===== config.mk =====
export PLATFORM = sky130hd
export DESIGN_NAME = mem_ir_interface
export DESIGN_NICKNAME = d
export VERILOG_FILES = /design/src/rtl/mem_ir_interface.sv
export SDC_FILE = /design/constraint.sdc
export NUM_CORES = 1
export LEC_CHECK = 0
export ABC_AREA = 1
export CAP_MARGIN = 40
export CORE_ASPECT_RATIO = 1.75
export CORE_MARGIN = 2
export CORE_UTILIZATION = 41
export DETAILED_ROUTE_END_ITERATION = 10
export PLACE_DENSITY = 0.84
export SYNTH_ARGS = -nofsm -noshare
export SYNTH_HDL_FRONTEND = slang
export SYNTH_SLANG_ARGS = --single-unit

===== constraint.sdc =====
create_clock -name CLK -period 4.4 [get_ports CLK]
set_input_delay 0.88 -clock CLK [delete_from_list [all_inputs] [get_ports CLK]]
set_output_delay 0.88 -clock CLK [all_outputs]
set_load 0.03 [all_outputs]

===== src/rtl/mem_ir_interface.sv =====
// Memory/IR bridge: turns the control FSM's IoD/MemR/MemW/IRWrite strobes into one
// req/ack bus transaction, stalls the FSM until it completes, and owns IR and MDR.
module mem_ir_interface #(
  parameter int                DATA_W   = 16,
  parameter int                TIMEOUT  = 15,
  parameter logic [DATA_W-1:0] IR_RESET = '0
) (
  input  logic              CLK,
  input  logic              Reset,
  input  logic              IoD,
  input  logic              MemR,
  input  logic              MemW,
  input  logic              IRWrite,
  input  logic [DATA_W-1:0] PC,
  input  logic [DATA_W-1:0] ALUOut,
  input  logic [DATA_W-1:0] WriteData,
  output logic [DATA_W-1:0] IR,
  output logic [DATA_W-1:0] MDR,
  output logic [6:0]        input_control,
  output logic              Stall,
  output logic              bus_error,
  output logic              mem_req,
  output logic              mem_we,
  output logic [DATA_W-1:0] mem_addr,
  output logic [DATA_W-1:0] mem_wdata,
  input  logic [DATA_W-1:0] mem_rdata,
  input  logic              mem_ack
);

  typedef enum logic [1:0] {IDLE, RD_WAIT, WR_WAIT, DONE} state_t;

  state_t      state, state_nxt;
  logic [7:0]  cnt;
  logic        fetch;
  logic        cmd;
  logic        timeout_hit;
  logic [DATA_W-1:0] addr;

  assign cmd           = IRWrite | MemR | MemW;
  assign addr          = IoD ? ALUOut : PC;
  // An ack arriving on the final allowed cycle takes priority over the timeout.
  assign timeout_hit   = !mem_ack && (cnt == 8'(TIMEOUT - 1));
  assign input_control = {IR[15:12], IR[2:0]};

  always_ff @(posedge CLK or posedge Reset) begin
    if (Reset) state <= IDLE;
    else       state <= state_nxt;
  end

  always_comb begin
    state_nxt = state;
    Stall     = 1'b0;
    case (state)
      IDLE: begin
        Stall = cmd;
        if (cmd) state_nxt = MemW ? WR_WAIT : RD_WAIT;
      end
      RD_WAIT, WR_WAIT: begin
        Stall = 1'b1;
        if (mem_ack || timeout_hit) state_nxt = DONE;
      end
      DONE:    state_nxt = IDLE;
      default: state_nxt = IDLE;
    endcase
  end

  always_ff @(posedge CLK or posedge Reset) begin
    if (Reset) begin
      mem_req   <= 1'b0;
      mem_we    <= 1'b0;
      mem_addr  <= '0;
      mem_wdata <= '0;
      fetch     <= 1'b0;
      cnt       <= '0;
      IR        <= IR_RESET;
      MDR       <= '0;
      bus_error <= 1'b0;
    end else begin
      case (state)
        IDLE: begin
          if (cmd) begin
            mem_req   <= 1'b1;
            mem_we    <= MemW;
            mem_addr  <= addr;
            mem_wdata <= WriteData;
            fetch     <= IRWrite;
            cnt       <= '0;
            // A write combined with any read is carried out as a plain write but flagged.
            if (MemW && (IRWrite || MemR)) bus_error <= 1'b1;
          end
        end
        RD_WAIT, WR_WAIT: begin
          if (mem_ack) begin
            mem_req <= 1'b0;
            if (state == RD_WAIT) begin
              if (fetch) IR  <= mem_rdata;
              else       MDR <= mem_rdata;
            end
          end else if (timeout_hit) begin
            mem_req   <= 1'b0;
            bus_error <= 1'b1;
          end else begin
            cnt <= cnt + 8'd1;
          end
        end
        default: ;
      endcase
    end
  end

endmodule


==> results of run 1 <==
## how the worst max path moves through the flow
| stage | slack, ns | end | start |
|---|---|---|---|
| 2_1_floorplan | 1.52 | IR[0] | Reset |
| 3_3_place_gp | 1.55 | Stall | IRWrite |
| 3_5_place_dp | 1.56 | Stall | MemW |
| 4_1_cts | 1.55 | Stall | IRWrite |
| 5_1_grt | 1.44 | Stall | IRWrite |
| 6_report | 1.56 | Stall | IRWrite |
## cell type report
type / instances / share of cell area
Sequential cell: 78 / 0.359
Multi-Input combinational cell: 283 / 0.236
Timing Repair Buffer: 150 / 0.281
Clock inverter: 4 / 0.0175
Inverter: 52 / 0.0361
Clock buffer: 11 / 0.0446
Tap cell: 117 / 0.0269
## synth_stat cells
master                     instances
sky130_fd_sc_hd__nor3_1            1
sky130_fd_sc_hd__dfrtp_1          78
sky130_fd_sc_hd__nor3b_1           2
sky130_fd_sc_hd__a21oi_1           1
sky130_fd_sc_hd__buf_2             5
sky130_fd_sc_hd__nand3_2           2
sky130_fd_sc_hd__clkbuf_1          9
sky130_fd_sc_hd__o21ai_0          68
sky130_fd_sc_hd__o21ai_2           1
sky130_fd_sc_hd__nand3_1           8
sky130_fd_sc_hd__buf_6             1
sky130_fd_sc_hd__inv_2             3
sky130_fd_sc_hd__o21bai_1          2
sky130_fd_sc_hd__or2_2             1
sky130_fd_sc_hd__nor2_1           14
sky130_fd_sc_hd__o21ai_1           2
sky130_fd_sc_hd__o21a_1            1
sky130_fd_sc_hd__nand2_2           3
sky130_fd_sc_hd__nand2_1         167
sky130_fd_sc_hd__buf_4             8
sky130_fd_sc_hd__ha_1              6
sky130_fd_sc_hd__nand4_1           2
sky130_fd_sc_hd__nor2_4            1
sky130_fd_sc_hd__nand2_4           1
sky130_fd_sc_hd__inv_1            49
## layer usage
| metal | part of all wire | routed length [microns] | track usage | vias to the layer above |
|---|---|---|---|---|
| met3 | 0.079 | 703 | 0.0544 | 14 |
| met4 | 0.020 | 182 | 0.0756 | 0 |
| met5 | 0 | 0 | 0 | - |
| met1 | 0.38 | 3410 | 0.226 | 1457 |
| met2 | 0.52 | 4580 | 0.345 | 128 |
| li1 | - | - | - | 1618 |
## sequential cells by signal, summed over array words and instances (netlist names)
signal	cells
mem_req	1
state	2
MDR	16
cnt	8
mem_we	1
IR	16
mem_addr	16
bus_error	1
mem_wdata	16
fetch	1
## kinds of logic after synthesis
group / count (synthesis) / synth area share
compound gates: 75 / 0.109
fa+ha+maj: 6 / 0.0211
buf+inv: 75 / 0.0914
flops: 78 / 0.549
simple gates: 202 / 0.230
## critical path, stage by stage
cell and delay (ns):
sky130_fd_sc_hd__clkdlybuf4s50_1 0.42, sky130_fd_sc_hd__nor2_1 0.24, sky130_fd_sc_hd__nand2_1 0.08, sky130_fd_sc_hd__nand2_1 0.08, sky130_fd_sc_hd__a21oi_1 0.10, sky130_fd_sc_hd__buf_12 0.16
## report_power, final
| group | internal [uW] | switching [uW] |
|---|---|---|
| Sequential | 1040 | 192 |
| Combinational | 858 | 1330 |
| Clock | 565 | 271 |
| Total | 2460 | 1790 |
## stage by stage
stage,util,setup slack [ns],instance area (sq um),hold slack [ns]
after floorplan,-,1.52,3560,0.484
after CTS,0.636,1.55,5440,0.484
after detailed placement,0.596,1.56,5100,0.468
final,0.636,1.56,5440,0.481
after global routing,0.636,1.44,5440,0.502
after global placement,0.590,1.55,5050,0.462
==> run_results.csv, run 1 <==
group,metric,value,unit
power_and_ir_drop,power_density,781,nW/um^2
timing,timing.final.hold_violations,0,
synth,synth.avg_cell_area,8.16,sq um
timing,fmaxAchievable,0.352,GHz
placement,placedCellCount,680,
final_layout,layout.cells.most_common,"sky130_fd_sc_hd__nand2_1",
cts,clock_tree.root_cell,"sky130_fd_sc_hd__clkbuf_16",
timing,finalClockSkew,0.00472,ns
placement,port-buffer-count,145,
timing,timing.final.max_slew_violations,0,
global_route,grt_first_pass_wirelength,14700,microns
worst_setup_path,critPathKind,"in -> out",
worst_hold_path,worstHoldEndpoint,"mem_we",
synth,yosys_warnings,0,
worst_setup_path,arrival_time_worst_endpoint,1.96,ns
timing,min_period_over_period,0.645,
final_layout,area.sequential,1950,sq um
final_layout,most-common-layout-cells,"167 x sky130_fd_sc_hd__nand2_1, 144 x sky130_fd_sc_hd__clkdlybuf4s50_1, 78 x sky130_fd_sc_hd__dfrtp_1",
final_layout,layout-drive-gt1-share,0.0571,
timing,grt_setup_unrepaired,"no",
cts,hold_bufs_at_cts,0,
floorplan,die_area,9470,sq um
cts,source_to_sink_clock_delay_at_the_later_pin_of_the_worst_skew_pair,0.33,ns
worst_hold_path,min-delay-start,"mem_we",
timing,worst_pin_slew,0.889,ns
worst_setup_path,cp_max_fo,3,
synth,syn_nets,513,
placement,gpl.final_weighted_congestion,0.894,
timing,max_slew_margin,0.406,
worst_setup_path,rr_worst_depth,7,
detailed_routing,drt-vias-per-instance,4.63,
synth,yosys.cell_types.count,25,
detailed_routing,ant_nets,0,
job,max_cap_violations,0,
global_route,grt_antenna_before_repair,0,
detailed_routing,drt_wl_total,8880,microns
cts,cts_sinks,78,
cts,post-cts-setup-buffers,0,
floorplan,pin_count,146,
timing,finalSetupViolCount,0,
final_layout,relative_area_change_from_synthesis_to_final_layout,52.9,%
floorplan,std_cell_rows,45,
power_and_ir_drop,power_leakage,0.00264,uW
global_route,gr-usage-all-layers,0.199,
power_and_ir_drop,p_total,4250,uW
timing,tns,0,ns
cts,inserted_clock_buffers,9,
final_layout,inserted_diodes,0,
power_and_ir_drop,max_vdd_drop,0.524,mV
detailed_routing,drcViolationCount,0,
worst_hold_path,worst_hold_path_type,"reg -> reg",
detailed_routing,wire_per_inst,12.8,microns
timing,finalWorstPathRequiredPeriod,2.84,ns
worst_setup_path,critical_path.endpoint_type,"output pin",
worst_setup_path,worstReg2RegStart,"state[0]",
synth,synthesis.area,3560,sq um
synth,synth_sequential_area_ratio,0.549,
synth,synth_largest_type_area_fraction,0.549,
final_layout,fillers,740,
detailed_routing,num_vias,3217,
worst_setup_path,worstReg2RegEnd,"fetch",
cts,postCtsResizedCells,0,
floorplan,chipWidth,74.4,microns
synth,yosys_register_bits,78,
global_route,grt_remaining_overflow,0,
worst_setup_path,critical_path_startpoint_category,"input port",
placement,detailedPlacementHpwl,6670,microns
global_route,grt_max_degree,51,
cts,cts.path.max_buffers,2,
floorplan,die_height,127,microns
final_layout,multi_input_comb_area,1280,sq um
cts,cts.reportedPaths.clkPinSlew,0.06,ns
floorplan,placeableCoreArea,8560,sq um
cts,clock_tree_from_tritoncts,"built",
final_layout,final_net_count,651,
synth,ys_top_cells_by_area,"sky130_fd_sc_hd__dfrtp_1 55%, sky130_fd_sc_hd__nand2_1 18%, sky130_fd_sc_hd__o21ai_0 9.6%",
worst_hold_path,min_path_cells,2,
run_status,status,"completed",
synth,syn_inst,436,
detailed_routing,initialDrtViolationCount,200,
worst_setup_path,worst-endpoint-required,3.52,ns
synth,dominant_cell_type_by_area_after_synthesis,"sky130_fd_sc_hd__dfrtp_1",
worst_setup_path,register_to_register_path_setup_slack,2.53,ns
detailed_routing,drt_pass1_iterations,4,
floorplan,start_util,0.416,
global_route,grt_pass1_vias,3276,
final_layout,final-instance-count-excl-fill,695,
cts,cts-htree-levels,3,
No activity file was read; power rests on OpenSTA's default activity.
==> run 2, diff against run 1 <==
CORE_UTILIZATION = 39   (was 41)
clock period = 2.35 ns   (was 4.4 ns; I/O delays follow)
==> run 2 against run 1 <==
Global-route usage is 0.82 points lower. Sequential power is 87% higher. Non-clock buffer count is 1 higher. Clock-buffer cell count is 2 lower. First-iteration DRC count is 12% higher. Setup slack worse by 1.4 ns. Critical path depth is 1 lower.
==> run_results.csv, run 2 (same netlist as run 1, synthesis figures left out) <==
group,metric,value,unit
worst_hold_path,worst_hold_path_type,"reg -> reg",
placement,gpl.final_weighted_congestion,0.874,
detailed_routing,dr_wl_met3,678,microns
timing,finalWorstPathRequiredPeriod,2.20,ns
worst_hold_path,worstHoldEndpoint,"mem_addr[14]",
global_route,grt_antenna_before_repair,0,
detailed_routing,met2_length,4830,microns
final_layout,relative_area_change_from_synthesis_to_final_layout,51.9,%
timing,timing.final.hold_violations,0,
detailed_routing,drt_pass1_iterations,5,
cts,postCtsResizedCells,0,
power_and_ir_drop,max_vdd_drop,0.827,mV
timing,min_period_over_period,0.936,
cts,clock_tree_from_tritoncts,"built",
cts,cts.reportedPaths.clkPinSlew,0.06,ns
detailed_routing,drcViolationCount,0,
final_layout,final-instance-count-excl-fill,699,
worst_setup_path,worstReg2RegStart,"state[0]",
timing,finalClockSkew,0.00309,ns
final_layout,inserted_diodes,0,
timing,tns,0,ns
job,max_cap_violations,0,
floorplan,placeableCoreArea,8980,sq um
timing,max_slew_margin,0.673,
floorplan,start_util,0.396,
worst_setup_path,register_to_register_path_setup_slack,0.52,ns
final_layout,most-common-layout-cells,"167 x sky130_fd_sc_hd__nand2_1, 144 x sky130_fd_sc_hd__clkdlybuf4s50_1, 78 x sky130_fd_sc_hd__dfrtp_1",
worst_setup_path,worst-endpoint-required,1.88,ns
worst_hold_path,min-delay-start,"mem_addr[14]",
worst_setup_path,critical_path.endpoint_type,"output pin",
detailed_routing,drt_wl_total,9020,microns
timing,fmaxAchievable,0.455,GHz
placement,port-buffer-count,145,
timing,finalSetupViolCount,0,
detailed_routing,num_vias,3265,
global_route,gr-usage-all-layers,0.190,
floorplan,std_cell_rows,46,
placement,detailedPlacementHpwl,6870,microns
worst_hold_path,min_path_cells,2,
placement,placedCellCount,684,
global_route,grt_pass1_vias,3247,
final_layout,final_net_count,652,
worst_setup_path,worstReg2RegEnd,"fetch",
cts,cts-htree-levels,3,
cts,inserted_clock_buffers,9,
placement,placement.setup.worst_slack,0.0890,ns
floorplan,die_area,9930,sq um
cts,clock_tree.root_cell,"sky130_fd_sc_hd__clkbuf_16",
floorplan,pin_count,146,
final_layout,fillers,770,
cts,hold_bufs_at_cts,0,
detailed_routing,ant_nets,0,
detailed_routing,drt-vias-per-instance,4.67,
cts,source_to_sink_clock_delay_at_the_later_pin_of_the_worst_skew_pair,0.33,ns
worst_setup_path,critPathKind,"reg -> out",
worst_setup_path,arrival_time_worst_endpoint,1.73,ns
power_and_ir_drop,power_leakage,0.00261,uW
global_route,grt_remaining_overflow,0,
timing,final_critical_path_setup_slack,0.151,ns
worst_setup_path,critical_path.startpoint,"state[0]",
cts,post-cts-setup-buffers,0,
worst_setup_path,cp_max_fo,8,
global_route,grt_max_degree,51,
timing,grt_setup_unrepaired,"no",
detailed_routing,wire_per_inst,12.9,microns
worst_setup_path,rr_worst_depth,7,
detailed_routing,top_layer_used,"met4",
detailed_routing,initialDrtViolationCount,224,
timing,timing.final.max_slew_violations,0,
final_layout,layout.cells.most_common,"sky130_fd_sc_hd__nand2_1",
timing,worst_pin_slew,0.490,ns
power_and_ir_drop,power_density,1430,nW/um^2
cts,cts_sinks,78,
detailed_routing,met1_length,3350,microns
cts,cts.path.max_buffers,2,
run_status,status,"completed",
worst_setup_path,critical_path_startpoint_category,"flop",
final_layout,layout-drive-gt1-share,0.0622,
global_route,grt_first_pass_wirelength,14900,microns
floorplan,die_height,130,microns
floorplan,chipWidth,76.2,microns
-- run 2: cell types whose count changed in the layout (fill, tap and decap cells not counted), moves of 2 or more --
cell / change
sky130_fd_sc_hd__bufinv_16: -2
sky130_fd_sc_hd__buf_8: -2
sky130_fd_sc_hd__clkinvlp_4: +3
sky130_fd_sc_hd__buf_4: +2
-- run 2: worst max-delay path by stage --
stage | endpoint | slack, ns
5_1_grt | Stall | 0.02
3_5_place_dp | fetch | 0.09
4_1_cts | Stall | 0.06
3_3_place_gp | fetch | 0.13
6_report | Stall | 0.15
2_1_floorplan | Stall | 0.42
-- run 2: through the flow --
stage / instance area (sq um) / util / hold slack [ns] / total power [uW]
detailed placement: 5110 / 0.570 / 0.471 / 6400
floorplan: 3560 / - / 0.484 / 4720
CTS: 5400 / 0.602 / 0.487 / 7790
finish: 5410 / 0.602 / 0.485 / 7710
global route: 5410 / 0.602 / 0.509 / 8200
global placement: 5110 / 0.570 / 0.466 / 6290
-- run 2: report_power, final --
group | total, uW | internal [uW] | switching, uW
sequential | 2300 | 1940 | 365
combinational | 4070 | 1600 | 2470
clock | 1340 | 813 | 523
-- run 2: worst max-delay path, cell delays in order, from the launching register on --
cell and delay, ns:
sky130_fd_sc_hd__dfrtp_1 0.39, sky130_fd_sc_hd__inv_1 0.08, sky130_fd_sc_hd__ha_1 0.35, sky130_fd_sc_hd__inv_1 0.16, sky130_fd_sc_hd__a21oi_2 0.26, sky130_fd_sc_hd__buf_12 0.15
-- run 2: layer usage --
metal  vias up  global-route usage
met5         -                   0
met4         0              0.0834
met3        12              0.0671
met2       111               0.347
met1      1512               0.197
li1       1630                   -
-- run 2: final cells by class --
type                    instances  area [sq um]  share of cell area
clock buffers                   9           225              0.0417
inverters                      52           199              0.0368
well taps                     120           150              0.0278
clock inverters                 6          63.8              0.0118
flip-flops and latches         78          1950               0.361
repair buffers                151          1530               0.283
multi-input cells             283          1280               0.238
==> run 3, diff against run 2 <==
CORE_UTILIZATION = 30   (was 39)
PLACE_DENSITY = 0.66   (was 0.84)
clock period = 2.1 ns   (was 2.35 ns; I/O delays follow)
==> run 3 against run 2 <==
Setup slack got worse by 0.041 ns. Sequential power up 12%. Flip-flop and latch count is the same. Clock power up 13%. Final cell count is 2.1% higher. Global-route usage decreased by 4.1 points. First-iteration DRC count fell by 41%. Sequential share of layout area is 0.058 points lower. Via count is 2.3% lower. Total power grew 12%. Non-clock buffer count fell by 1. Register-to-register slack hardly changed. Largest cell class unchanged. Highest routed layer unchanged.
==> run_results.csv, run 3 (same netlist as run 1, synthesis figures left out) <==
group,metric,value,unit
run_status,status,"completed",
placement,gpl.final_weighted_congestion,0.826,
final_layout,most-common-layout-cells,"166 x sky130_fd_sc_hd__nand2_1, 144 x sky130_fd_sc_hd__clkdlybuf4s50_1, 78 x sky130_fd_sc_hd__dfrtp_1",
worst_setup_path,rr_worst_depth,7,
floorplan,die_area,12800,sq um
worst_hold_path,worstHoldEndpoint,"mem_wdata[7]",
worst_hold_path,min-delay-start,"mem_wdata[7]",
cts,source_to_sink_clock_delay_at_the_later_pin_of_the_worst_skew_pair,0.34,ns
global_route,grt_antenna_before_repair,0,
worst_setup_path,worstReg2RegStart,"state[0]",
final_layout,fillers,1112,
detailed_routing,wire_per_inst,13.0,microns
global_route,grt_max_degree,79,
worst_setup_path,critical_path_startpoint_category,"flop",
cts,cts_sinks,78,
detailed_routing,drt_pass1_iterations,6,
final_layout,final_net_count,651,
worst_setup_path,critPathKind,"reg -> out",
floorplan,placeableCoreArea,11600,sq um
power_and_ir_drop,power_density,1600,nW/um^2
floorplan,chipWidth,86.3,microns
timing,tns,0,ns
worst_setup_path,worst-endpoint-required,1.68,ns
timing,finalWorstPathRequiredPeriod,1.99,ns
placement,port-buffer-count,145,
timing,fmaxAchievable,0.502,GHz
worst_setup_path,cp_max_fo,8,
detailed_routing,drt-vias-per-instance,4.47,
worst_setup_path,worstReg2RegEnd,"cnt[6]",
final_layout,layout-drive-gt1-share,0.0656,
timing,finalClockSkew,0.00718,ns
global_route,grt_first_pass_wirelength,15100,microns
timing,worst_pin_slew,0.419,ns
placement,placement.setup.worst_slack,0.0985,ns
final_layout,layout.cells.most_common,"sky130_fd_sc_hd__nand2_1",
worst_hold_path,worst_hold_path_type,"reg -> reg",
power_and_ir_drop,max_vdd_drop,0.954,mV
floorplan,die_height,148,microns
detailed_routing,num_vias,3190,
cts,cts.path.max_buffers,2,
global_route,grt_remaining_overflow,0,
timing,finalSetupViolCount,0,
worst_setup_path,register_to_register_path_setup_slack,0.53,ns
floorplan,start_util,0.307,
detailed_routing,initialDrtViolationCount,133,
timing,grt_setup_unrepaired,"no",
placement,detailedPlacementHpwl,6840,microns
final_layout,relative_area_change_from_synthesis_to_final_layout,52.2,%
job,max_cap_violations,0,
worst_setup_path,arrival_time_worst_endpoint,1.57,ns
cts,clock_tree_from_tritoncts,"built",
detailed_routing,ant_nets,0,
cts,inserted_clock_buffers,9,
timing,min_period_over_period,0.948,
worst_setup_path,critical_path.endpoint_type,"output pin",
global_route,grt_pass1_vias,3275,
power_and_ir_drop,p_total,8650,uW
timing,final_critical_path_setup_slack,0.110,ns
floorplan,pin_count,146,
final_layout,final-instance-count-excl-fill,714,
cts,cts-htree-levels,3,
detailed_routing,drcViolationCount,0,
timing,max_slew_margin,0.721,
detailed_routing,drt_wl_total,9260,microns
cts,cts.reportedPaths.clkPinSlew,0.06,ns
final_layout,inserted_diodes,0,
global_route,gr-usage-all-layers,0.149,
floorplan,std_cell_rows,52,
timing,timing.final.hold_violations,0,
power_and_ir_drop,power_leakage,0.00261,uW
worst_hold_path,min_path_cells,2,
cts,clock_tree.root_cell,"sky130_fd_sc_hd__clkbuf_16",
placement,placedCellCount,698,
timing,timing.final.max_slew_violations,0,
==> run 3: how the worst max path moves through the flow <==
stage          startpoint    end  cells past startpoint
2_1_floorplan    state[0]  Stall                      5
3_3_place_gp      IRWrite  fetch                      8
3_5_place_dp      IRWrite  fetch                      8
4_1_cts          state[0]  Stall                      5
5_1_grt          state[1]  Stall                      5
6_report         state[0]  Stall                      5
==> run 3: power breakdown <==
group	internal [uW]	switching, uW	total [uW]
Clock	830	685	1520
Combinational	1800	2760	4570
Sequential	2170	403	2570
Total	4800	3850	8650
==> run 3: repair_timing <==
| item | in CTS | in global routing |
|---|---|---|
| buffers inserted | 0 | 0 |
| setup endpoints to repair | 1 | 1 |
| gates resized for setup | 1 | 1 |
| pin swaps | 0 | 0 |
| hold endpoints to repair | 0 | 0 |
| hold buffers | 0 | 0 |
==> run 3: layer usage <==
metal,vias up,GRT usage,part of all wire
li1,1625,-,-
met4,0,0.0570,0.017
met3,10,0.0422,0.070
met1,1445,0.160,0.39
met5,-,0,0
met2,110,0.271,0.52
==> run 3: through the flow <==
step           utilization  instance area, sq um  hold slack (ns)
2_1_floorplan            -                  3560            0.484
3_3_place_gp         0.442                  5110            0.462
3_5_place_dp         0.442                  5110            0.466
4_1_cts              0.467                  5400            0.483
5_1_grt              0.468                  5420            0.503
6_report             0.468                  5420            0.482
==> run 3: critical path, cell delays in order (launching register included) <==
cell and delay, ns:
sky130_fd_sc_hd__dfrtp_1 0.39, sky130_fd_sc_hd__inv_1 0.10, sky130_fd_sc_hd__ha_4 0.29, sky130_fd_sc_hd__inv_2 0.08
sky130_fd_sc_hd__a21oi_1 0.17, sky130_fd_sc_hd__buf_4 0.18
==> run 3: final cells by class <==
class	count	area, sq um	area share
multi-input combinational	283	1300	0.239
sequential	78	1950	0.360
inverter	52	199	0.0367
clock buffer	9	225	0.0416
timing repair buffer	150	1510	0.279
tap	135	169	0.0312
clock inverter	7	62.6	0.0116
